<file path="src/rtl/stream_mux_n.sv">
// N-channel valid/ready stream multiplexer with a registered output stage.
// Supports fixed-select steering and round-robin arbitration over valid channels.
module stream_mux_n #(
    parameter int unsigned N    = 4,
    parameter int unsigned W    = 8,
    parameter int unsigned SELW = $clog2(N)
) (
    input  logic              clk,
    input  logic              rst,
    input  logic [N*W-1:0]    in_data,
    input  logic [N-1:0]      in_valid,
    output logic [N-1:0]      in_ready,
    input  logic [SELW-1:0]   sel,
    input  logic              mode,
    output logic [W-1:0]      out_data,
    output logic [SELW-1:0]   out_chan,
    output logic              out_valid,
    input  logic              out_ready
);

    typedef enum logic {
        MODE_FIXED = 1'b0,
        MODE_RR    = 1'b1
    } mode_e;

    mode_e            mode_sel;
    logic             load;
    logic             grant_vld;
    logic [SELW-1:0]  grant_idx;
    logic [W-1:0]     grant_data;

    logic [W-1:0]     data_q, data_d;
    logic [SELW-1:0]  chan_q, chan_d;
    logic             valid_q, valid_d;
    logic [SELW-1:0]  ptr_q, ptr_d;

    assign mode_sel = mode_e'(mode);
    assign load     = !valid_q || out_ready;

    always_comb begin : grant_comb
        int unsigned idx;
        idx       = 0;
        grant_vld = 1'b0;
        grant_idx = '0;
        if (!rst) begin
            if (mode_sel == MODE_FIXED) begin
                for (int unsigned i = 0; i < N; i++) begin
                    if (i == 32'(sel) && in_valid[i]) begin
                        grant_vld = 1'b1;
                        grant_idx = SELW'(i);
                    end
                end
            end else begin
                // Scan in reverse priority so the last hit is the first channel after ptr.
                for (int unsigned k = N; k >= 1; k--) begin
                    idx = 32'(ptr_q) + k;
                    if (idx >= N) idx = idx - N;
                    if (in_valid[idx]) begin
                        grant_vld = 1'b1;
                        grant_idx = SELW'(idx);
                    end
                end
            end
        end
    end

    always_comb begin
        grant_data = '0;
        in_ready   = '0;
        for (int unsigned i = 0; i < N; i++) begin
            if (grant_idx == SELW'(i)) begin
                grant_data  = in_data[i*W +: W];
                in_ready[i] = grant_vld && load;
            end
        end
    end

    always_comb begin
        data_d  = data_q;
        chan_d  = chan_q;
        valid_d = valid_q;
        ptr_d   = ptr_q;
        if (load) begin
            if (grant_vld) begin
                data_d  = grant_data;
                chan_d  = grant_idx;
                valid_d = 1'b1;
                ptr_d   = grant_idx;
            end else begin
                valid_d = 1'b0;
            end
        end
    end

    always_ff @(posedge clk) begin
        if (rst) begin
            data_q  <= '0;
            chan_q  <= '0;
            valid_q <= 1'b0;
            ptr_q   <= SELW'(N - 1);
        end else begin
            data_q  <= data_d;
            chan_q  <= chan_d;
            valid_q <= valid_d;
            ptr_q   <= ptr_d;
        end
    end

    assign out_data  = data_q;
    assign out_chan  = chan_q;
    assign out_valid = valid_q;

endmodule

</file>
<file path="config.mk">
export PLATFORM = sky130hd
export DESIGN_NAME = stream_mux_n
export DESIGN_NICKNAME = d
export VERILOG_FILES = /design/src/rtl/stream_mux_n.sv
export SDC_FILE = /design/constraint.sdc
export NUM_CORES = 1
export LEC_CHECK = 0
export CORE_ASPECT_RATIO = 1.25
export CORE_UTILIZATION = 25
export CTS_CLUSTER_DIAMETER = 100
export DETAILED_ROUTE_END_ITERATION = 7
export DONT_BUFFER_PORTS = 1
export PLACE_DENSITY_LB_ADDON = 0.08
export SLEW_MARGIN = 15
export SYNTH_ARGS = -nofsm -noshare
export SYNTH_HDL_FRONTEND = slang
export SYNTH_SLANG_ARGS = --single-unit
export TNS_END_PERCENT = 1
</file>
<file path="constraint.sdc">
create_clock -name clk -period 4.05 [get_ports clk]
set_input_delay 0.405 -clock clk [delete_from_list [all_inputs] [get_ports clk]]
set_output_delay 0.405 -clock clk [all_outputs]
set_load 0.05 [all_outputs]
</file>
==> summary.txt, run 1 <==
Status
  • Outcome: complete, but fails checks
  • Failing checks: DRC

Synthesis
  • Post-synth top flop: dfxtp_1
  • Post-synth ARST share: 0%
  • Yosys Warn Count: 0
  • Synth Area per Inst: 8.83 µm²
  • Area leader, netlist: dfxtp_1
  • Netlist cell types: 33
  • Most common cell in the synthesized netlist: mux2i_1
  • Post-synthesis xor/xnor area fraction: 0%
  • Yosys reg bits: 13
  • Cells after synthesis: between 100 and 150
  • Synth area leaders: dfxtp_1, mux2i_1, nand3b_1
  • Post-synthesis mux area share: ~21%
  • Area share of fa/ha/maj cells after synthesis: 0%
  • Synthesized area: 953 µm²
  • Synth top cells by count: mux2i_1, dfxtp_1, nand3b_1
  • Syn Nets: 150
  • Simple-Gate Fraction of Synth Area: between 20% and 30%
  • EDFF count, synth: 0
  • Synth Area in Compound Gates: 20.6%
  • Register area share after synthesis: 27.3%
  • Share of the synthesized area in the top cell type: 27.3%
  • Largest family of logic cells by synthesized area: simple AND/OR/NAND/NOR gates

Clocking
  • Clk buf depth: 2
  • CTS clk-pin slew, worst paths: 0.06 ns
  • CTS tree: done
  • Sink Count: 13
  • H-tree depth: 1
  • Worst skew pair latency: 0.24 ns
  • # hold bufs at CTS: 0
  • Root buffer cell: clkbuf_8
  • CTS buffer count: 3
  • Post-CTS Setup Bufs: 0
  • Post-CTS sizing: 0

STA
  • Hold WS: 0.233 ns
  • Minimum clock period after layout: about 2.7 ns
  • Tcrit/Tclk final: 67.6%
  • Final slew viol count: 0
  • Final worst slack: 1.31 ns
  • Fin Setup TNS: 0 ns
  • Slew @ Worst Pin: 0.525 ns
  • Slew HR: 65.0%
  • Final Hold Fails: 0
  • # setup viols final: 0
  • Peak Freq: between 300 and 400 MHz
  • Unrepaired setup endpoints after global routing: no
  • Clk_skew: 0.00482 ns

Detailed routing
  • Initial drt markers: 56
  • Routed via count: 824
  • Antenna viol nets, final: 0
  • Drc violations: 6
  • Via/cell ratio: 5.64
  • Routed WL per cell: around 16 µm
  • DRT Wirelength: 2310 µm
  • Drt pass-1 iters: 6

Critical path
  • Reg2reg path depth: 7
  • CP endpoint kind: primary output
  • CP peak stage delay: 0.54 ns
  • R2r endpoint: out_data[6]
  • WP data arrival: roughly 2.3 ns
  • Max FO, Critical Path: 19
  • CP max stage cell: dfxtp_1
  • Worst Setup Start Kind: flop
  • Cells along the critical path: and3b_1 -> o21ai_0 -> a311oi_1 -> nand2b_1 -> buf_4 -> or2_1 -> nor2b_1 -> buf_4
  • Setup crit start: ptr_q[0]
  • CP Data Required Time: 3.64 ns
  • Critical path class: flop to primary output
  • CP delay by family, top: simple AND/OR/NAND/NOR gates
  • Worst path most repeated cell: buf_4
  • WP buf/inv: 2
  • R2r setup slk: approximately 2 ns
  • R2R Path Start: ptr_q[0]
  • Crit path to: in_ready[1]
  • WP depth: 8

Floorplanning
  • Initial Util: 26.7%
  • Die height: between 70 and 80 µm
  • DIE AREA: ~4100 µm²
  • Core area: 3570 µm²
  • # rows: 24
  • Die Wd: ~57 µm
  • IO Count: 57

Final layout
  • Share of cells above drive strength 1: 9.35%
  • Final Util: 28.5%
  • Layout area overhead: 6.96%
  • Final net count: 150
  • Ant. Diodes: 0

Global routing
  • Number of global-route vias before repair: 821
  • Initial antenna violation count: 0
  • First-pass GRT wire length: 3580 µm
  • Largest net degree at the start of global routing: 20
  • Gr usage total: 11.2%
  • Grt ovf: 0

Hold path
  • Hold Crit Class: input port to flop
  • Worst hold stages: 1

Placed design
  • Pre-CTS WS: 1.37 ns
  • Port bufs: 0
  • Post-DP HPWL: 1680 µm
  • Gpl congestion: about 0.75

Job
  • Max Cap Viol: 0

Power
  • PwrDens: between 300 and 400 nW/µm²
  • Peak supply drop: between 0.00015 and 0.0002 V
  • Leakage: 0.438 nW
placed cells by master, fill, tap and decap left out, drive strengths merged:
| cell type | n |
|---|---|
| a21o | 1 |
| a21oi | 9 |
| a311o | 1 |
| a311oi | 1 |
| a31oi | 1 |
| and3b | 1 |
| buf | 5 |
| clkbuf | 3 |
| clkinv | 1 |
| dfxtp | 13 |
| inv | 2 |
| mux2 | 1 |
| mux2i | 16 |
| mux4 | 1 |
| nand2 | 7 |
| nand2b | 4 |
| nand3 | 1 |
| nand3b | 10 |
| nand4 | 1 |
| nor2 | 3 |
| nor2b | 4 |
| nor3 | 1 |
| nor3b | 1 |
| o211a | 1 |
| o21ai | 4 |
| o221ai | 8 |
| o2bb2ai | 1 |
| o311a | 1 |
| or2 | 2 |
| or3b | 2 |
cell type report:
class	count	area, µm²
repair buffers	5	37.5
clock buffers	3	41.3
clock inverters	1	5.00
multi-input cells	83	619
inverters	2	7.51
flip-flops and latches	13	260
well taps	39	48.8
fillers	372	2550
flip-flops by register name, indices dropped and copies added, names as in the netlist:
name	cells
out_data	8
out_chan	2
ptr_q	2
out_valid	1
metal layers:
metal / GRT usage, % / wire [µm]
met5: 0 / 0
met1: 12.6 / 932
met3: 2.19 / 197
met2: 20.0 / 1140
met4: 5.42 / 37
cell families after synthesis:
kind of cell	after synthesis
buf+inv	12
compound gates	28
mux	18
flops	13
simple gates	37
how the worst min path moves through the flow:
stage / to / start
after floorplan: out_valid / out_ready
after global placement: out_chan[0] / rst
after detailed placement: out_chan[0] / rst
after CTS: out_chan[0] / rst
after global routing: out_chan[0] / rst
final: out_chan[0] / rst
power by group:
group | switching (mW) | leakage [nW] | internal, mW
logic | 0.0419 | 0.305 | 0.0389
registers | 0.0601 | 0.108 | 0.143
clock network | 0.0459 | 0.0255 | 0.0678
total | 0.148 | 0.438 | 0.250
stage by stage:
stage,power [mW],instance area (µm²),cells
5_1_grt,0.422,1020,146
2_1_floorplan,0.279,953,108
6_report,0.398,1020,146
3_3_place_gp,0.289,973,142
4_1_cts,0.407,1020,146
3_5_place_dp,0.288,973,142
Power figures use the tool's default switching activity.
==> run 2: changes to the inputs <==
--- a/config.mk
+++ b/config.mk
@@ -5,6 +5,7 @@
 export SDC_FILE = /design/constraint.sdc
 export NUM_CORES = 1
 export LEC_CHECK = 0
+export ABC_AREA = 1
 export CORE_ASPECT_RATIO = 1.25
 export CORE_UTILIZATION = 25
 export CTS_CLUSTER_DIAMETER = 100
==> constraint.sdc (replaced) <==
create_clock -name clk -period 2.6 [get_ports clk]
set_input_delay 0.26 -clock clk [delete_from_list [all_inputs] [get_ports clk]]
set_output_delay 0.26 -clock clk [all_outputs]
set_load 0.05 [all_outputs]
==> run 2 against run 1 <==
  * The run now ends clean
  * Critical path type unchanged
  * Via count increased by 32%
  * Sequential share of layout area shrank 3.5 points
  * Clock power is 56% higher
==> summary.txt, run 2 <==
Status
  • Outcome: completed

Hold path
  • Hold Crit Class: input port to flop

Synthesis
  • Yosys Warn Count: 0
  • Synth Area per Inst: 6.15 µm²
  • Register area share after synthesis: 24.9%
  • EDFF count, synth: 0
  • Syn Nets: 212
  • Synth area leaders: dfxtp_1, nand2_1, a21oi_1
  • Cells after synthesis: 170
  • Post-synth top flop: dfxtp_1
  • Synth top cells by count: nand2_1, a21oi_1, inv_1
  • Netlist cell types: 26
  • Most common cell in the synthesized netlist: nand2_1
  • Synthesized area: 1040 µm²
  • Yosys reg bits: 13
  • Share of the synthesized area in the top cell type: 24.9%
  • Post-synth ARST share: 0%
  • Area leader, netlist: dfxtp_1

Critical path
  • CP max stage cell: dfxtp_1
  • CP endpoint kind: primary output
  • CP peak stage delay: 0.53 ns
  • WP data arrival: 2.08 ns
  • Max FO, Critical Path: 9
  • CP delay by family, top: simple AND/OR/NAND/NOR gates
  • Worst path most repeated cell: nand2_1
  • Worst Setup Start Kind: flop
  • CP Data Required Time: 2.34 ns
  • Critical path class: flop to primary output
  • Cells along the critical path: inv_6 -> nand2_2 -> nand2_2 -> nand2_1 -> nand2_1 -> inv_1 -> nand2_1 -> nand2_1 -> nand3_2 -> nand2_4 -> nand2_2 -> inv_2 -> nand2_1 -> inv_1 -> buf_4
  • WP buf/inv: 5

Global routing
  • Met3 Resource Use GR: 2.96%
  • GR Util met1: 13.6%
  • First-pass GRT wire length: around 4500 µm
  • Grt ovf: 0
  • Busiest grt layer: met2
  • Largest net degree at the start of global routing: 13
  • Gr usage total: 13.8%
  • Number of global-route vias before repair: 1064
  • Initial antenna violation count: 0
  • GRT met2 Usage: between 20% and 30%

Detailed routing
  • Via/cell ratio: around 4.7
  • Antenna viol nets, final: 0
  • Initial drt markers: 33
  • Routed via count: 1091
  • Drt pass-1 iters: 4
  • Routed WL per cell: about 13 µm
  • Drc violations: 0
  • DRT Wirelength: 2970 µm

Clocking
  • Sink Count: 13
  • Post-CTS sizing: 0
  • Clk buf depth: 2
  • Root buffer cell: clkbuf_8
  • # hold bufs at CTS: 0
  • Worst skew pair latency: between 0.2 and 0.25 ns
  • CTS clk-pin slew, worst paths: 0.05 ns
  • CTS tree: done
  • CTS buffer count: 3
  • H-tree depth: 1
  • Post-CTS Setup Bufs: 0

STA
  • Final Hold Fails: 0
  • Minimum clock period after layout: around 2.3 ns
  • Fin Setup TNS: 0 ns
  • Unrepaired setup endpoints after global routing: no
  • # setup viols final: 0
  • Slew HR: 64.3%
  • Slew @ Worst Pin: 0.534 ns
  • Final worst slack: between 0.2 and 0.3 ns
  • Tcrit/Tclk final: 90.1%
  • Final slew viol count: 0
  • Clk_skew: between 0.0008 and 0.0009 ns
  • Peak Freq: 427 MHz

Power
  • Tot Pwr: 0.710 mW
  • PwrDens: 601 nW/µm²
  • Leakage: between 0.5 and 0.6 nW
  • Peak supply drop: 0.000242 V

Final layout
  • Layout filler cell count: about 460
  • Area of the multi-input gates: 679 µm²
  • Ant. Diodes: 0
  • Share of cells above drive strength 1: 20.9%
  • Most common cell after layout, fill and taps aside: nand2_1
  • Final Util: 30.5%
  • Layout area overhead: 13.1%
  • Final net count: 220
  • Commonest non-fill, non-tap cells in the layout: nand2_1, a21oi_1, inv_1, nand2_2, dfxtp_1
  • Max reg flops: 8
  • Register area: 260 µm²

Floorplanning
  • Die Wd: 59.8 µm
  • DIE AREA: 4440 µm²
  • Initial Util: 26.9%
  • # rows: 25
  • Die height: 74.3 µm
  • Core area: about 3900 µm²
  • IO Count: between 50 and 60

Placed design
  • Port bufs: 0
  • Pre-CTS WS: 0.518 ns
  • Gpl congestion: 0.830
  • Post-DP HPWL: 2450 µm

Job
  • Max Cap Viol: 0
[run 2: cell count changes in the layout (fill, tap and decap cells not counted), moves of 5 or more]
cell      change
nand3_1       +9
mux2i_1      -16
o221ai_1      -8
nand3b_1     -10
a21oi_1      +10
o21ai_0       +5
nand2_2      +13
inv_1        +16
nand2_1      +45
nor2_1        +6
[run 2: worst register-to-register path: cells and delay by family (launching register included)]
kind	cells	cell delay, ns
DFF	1	0.53
AOI/OAI and AO/OA	1	0.11
buffers and inverters	2	0.18
and+or+nand+nor	11	1.11
[run 2: layout make-up]
class,instances,area share [%]
inverters,21,7.10
multi-input cells,133,57.5
flip-flops and latches,13,22.0
clock buffers,4,3.81
repair buffers,6,3.81
well taps,54,5.72
[run 2: cells by family after synthesis]
logic type | after synthesis | synth area share, %
DFF | 13 | 24.9
AOI/OAI and AO/OA | 38 | 21.0
and+or+nand+nor | 95 | 44.1
buffers and inverters | 24 | 10.1
[run 2: worst paths after layout]
path	start	endpoint	slack, ns	cells after the start
setup reg to reg	ptr_q[0]	out_data[5]	0.61	14
hold / removal	rst	out_data[5]	0.08	1
hold reg to reg	ptr_q[1]	ptr_q[1]	0.63	2
setup / recovery	ptr_q[0]	in_ready[2]	0.26	15
[run 2: metal layers]
| metal | wire, µm | share of wire, % |
|---|---|---|
| met2 | 1600 | 54 |
| met5 | 0 | 0 |
| met4 | 73 | 2.5 |
| met1 | 1110 | 37 |
| met3 | 188 | 6.3 |
[run 2: per-stage QoR]
step	hold WS [ns]	instances	area, µm²
2_1_floorplan	0.322	170	1040
3_3_place_gp	0.326	227	1140
3_5_place_dp	0.328	227	1140
4_1_cts	0.0709	231	1180
5_1_grt	0.0685	231	1180
6_report	0.0755	231	1180
[run 2: power breakdown]
group,internal (mW),switching [mW]
Combinational,0.0813,0.158
Clock,0.108,0.0702
Sequential,0.219,0.0731
==> run 3: changes to the inputs <==
==> constraint.sdc (replaced) <==
create_clock -name clk -period 2.3 [get_ports clk]
set_input_delay 0.23 -clock clk [delete_from_list [all_inputs] [get_ports clk]]
set_output_delay 0.23 -clock clk [all_outputs]
set_load 0.05 [all_outputs]
==> run 3 against run 2 <==
  * Largest cell class unchanged
  * Critical endpoint unchanged
  * Flip-flop and latch count unchanged
  * Final area is 3.4% higher
  * Total power grew 15%
  * Clock power increased by 12%
  * Non-clock buffer count grew 3
  * Sequential power up 12%
  * Critical path depth fell by 1
  * Combinational power grew 21%
==> summary.txt, run 3 (synthesis results as in run 2) <==
Critical path
  • Critical path class: flop to primary output
  • Reg2reg path depth: 15
  • CP Data Required Time: 2.07 ns
  • CP delay by family, top: simple AND/OR/NAND/NOR gates
  • WP depth: 14
  • WP buf/inv: 4
  • CP endpoint kind: primary output
  • WP data arrival: 1.90 ns
  • CP peak stage delay: 0.38 ns
  • Worst path most repeated cell: nand2_2
  • Worst Setup Start Kind: flop
  • Cells along the critical path: inv_6 -> nand2_2 -> nand2_2 -> nand2_2 -> nand2_1 -> nand2_1 -> nand2_1 -> nand2_2 -> a21oi_4 -> nand2_2 -> inv_2 -> nand2_1 -> inv_1 -> buf_12
  • Max FO, Critical Path: 8
  • CP max stage cell: dfxtp_4

Detailed routing
  • Via/cell ratio: 4.71
  • Drc violations: 0
  • Drt pass-1 iters: 4
  • Antenna viol nets, final: 0
  • Routed via count: 1101
  • Routed WL per cell: 13.4 µm
  • Initial drt markers: 59
  • DRT Wirelength: 3130 µm

Placed design
  • Area after DPL: roughly 1200 µm²
  • Port bufs: 0
  • Gpl congestion: ~0.84
  • Post-DP HPWL: between 2000 and 3000 µm
  • Placed cells: ~230

Final layout
  • Commonest non-fill, non-tap cells in the layout: nand2_1, a21oi_1, inv_1, nand2_2, dfxtp_1
  • Share of cells above drive strength 1: 23.3%
  • Max reg flops: 8
  • Finished Layout Cells: 234
  • Most common cell after layout, fill and taps aside: nand2_1
  • Final net count: ~220
  • Ant. Diodes: 0
  • Final instance area: 1220 µm²
  • Layout area overhead: 16.9%

STA
  • Minimum clock period after layout: 2.13 ns
  • Unrepaired setup endpoints after global routing: no
  • Clk_skew: 0.00138 ns
  • Final slew viol count: 0
  • Fin Setup TNS: 0 ns
  • Slew HR: 64.4%
  • # setup viols final: 0
  • Slew @ Worst Pin: around 0.53 ns
  • Tcrit/Tclk final: 92.8%
  • Final Hold Fails: 0
  • Peak Freq: 469 MHz

Clocking
  • CTS buffer count: 3
  • Root buffer cell: clkbuf_8
  • Sink Count: 13
  • CTS clk-pin slew, worst paths: about 0.05 ns
  • # hold bufs at CTS: 0
  • CTS tree: done
  • H-tree depth: 1
  • Clk buf depth: 2
  • Worst skew pair latency: between 0.2 and 0.25 ns

Floorplanning
  • DIE AREA: between 4000 and 5000 µm²
  • Core area: roughly 3900 µm²
  • Die Wd: 59.8 µm
  • IO Count: 57
  • Die height: 74.3 µm
  • Initial Util: 26.9%
  • # rows: 25

Hold path
  • Worst hold stages: 1
  • Hold Crit Class: input port to flop

Job
  • Max Cap Viol: 0

Power
  • PwrDens: 666 nW/µm²
  • Leakage: between 0.6 and 0.7 nW
  • Peak supply drop: 0.000243 V

Global routing
  • Largest net degree at the start of global routing: 13
  • First-pass GRT wire length: 5030 µm
  • Grt ovf: 0
  • Gr usage total: between 10% and 20%
  • Initial antenna violation count: 0
  • Number of global-route vias before repair: 1131

Status
  • Outcome: completed
## run 3: power breakdown
group	internal [mW]	switching [mW]	leakage [nW]	total [mW]
Sequential	0.249	0.0779	0.107	0.327
Combinational	0.100	0.187	0.471	0.288
Clock	0.122	0.0768	0.0228	0.199
Total	0.471	0.342	0.601	0.813
## run 3: repair_timing
action                                  CTS  global route
endpoints found under the setup margin    3             3
resized for setup                         1             2
buffers inserted                          0             2
## run 3: layout make-up
type | instances | area [µm²]
Inverter | 21 | 83.8
Sequential cell | 13 | 265
Tap cell | 54 | 67.6
Timing Repair Buffer | 9 | 80.1
Multi-Input combinational cell | 133 | 679
Fill cell | 476 | 2660
Clock buffer | 4 | 45.0
## run 3: worst paths after layout
kind / startpoint / to / slack, ns
hold reg to reg: out_valid / out_valid / 0.49
setup reg to reg: ptr_q[0] / out_data[5] / 0.38
setup / recovery: ptr_q[0] / in_ready[2] / 0.17
hold / removal: rst / out_data[5] / 0.05
## run 3: metrics by stage
stage	util (%)	setup slack [ns]	hold slack, ns	total power [mW]
floorplan	-	0.185	0.292	0.554
global placement	29.8	0.263	0.295	0.617
detailed placement	29.8	0.242	0.297	0.616
CTS	31.0	0.0994	0.0397	0.819
global route	31.5	0.0166	0.0365	0.868
finish	31.5	0.166	0.0490	0.813
## run 3: metal layers
| layer | vias to the layer above | part of all wire [%] | GRT usage [%] |
|---|---|---|---|
| met5 | - | 0 | 0 |
| met3 | 2 | 5.8 | 2.61 |
| li1 | 571 | - | - |
| met1 | 492 | 39 | 16.8 |
| met2 | 36 | 55 | 28.9 |
| met4 | 0 | 0.29 | 4.13 |
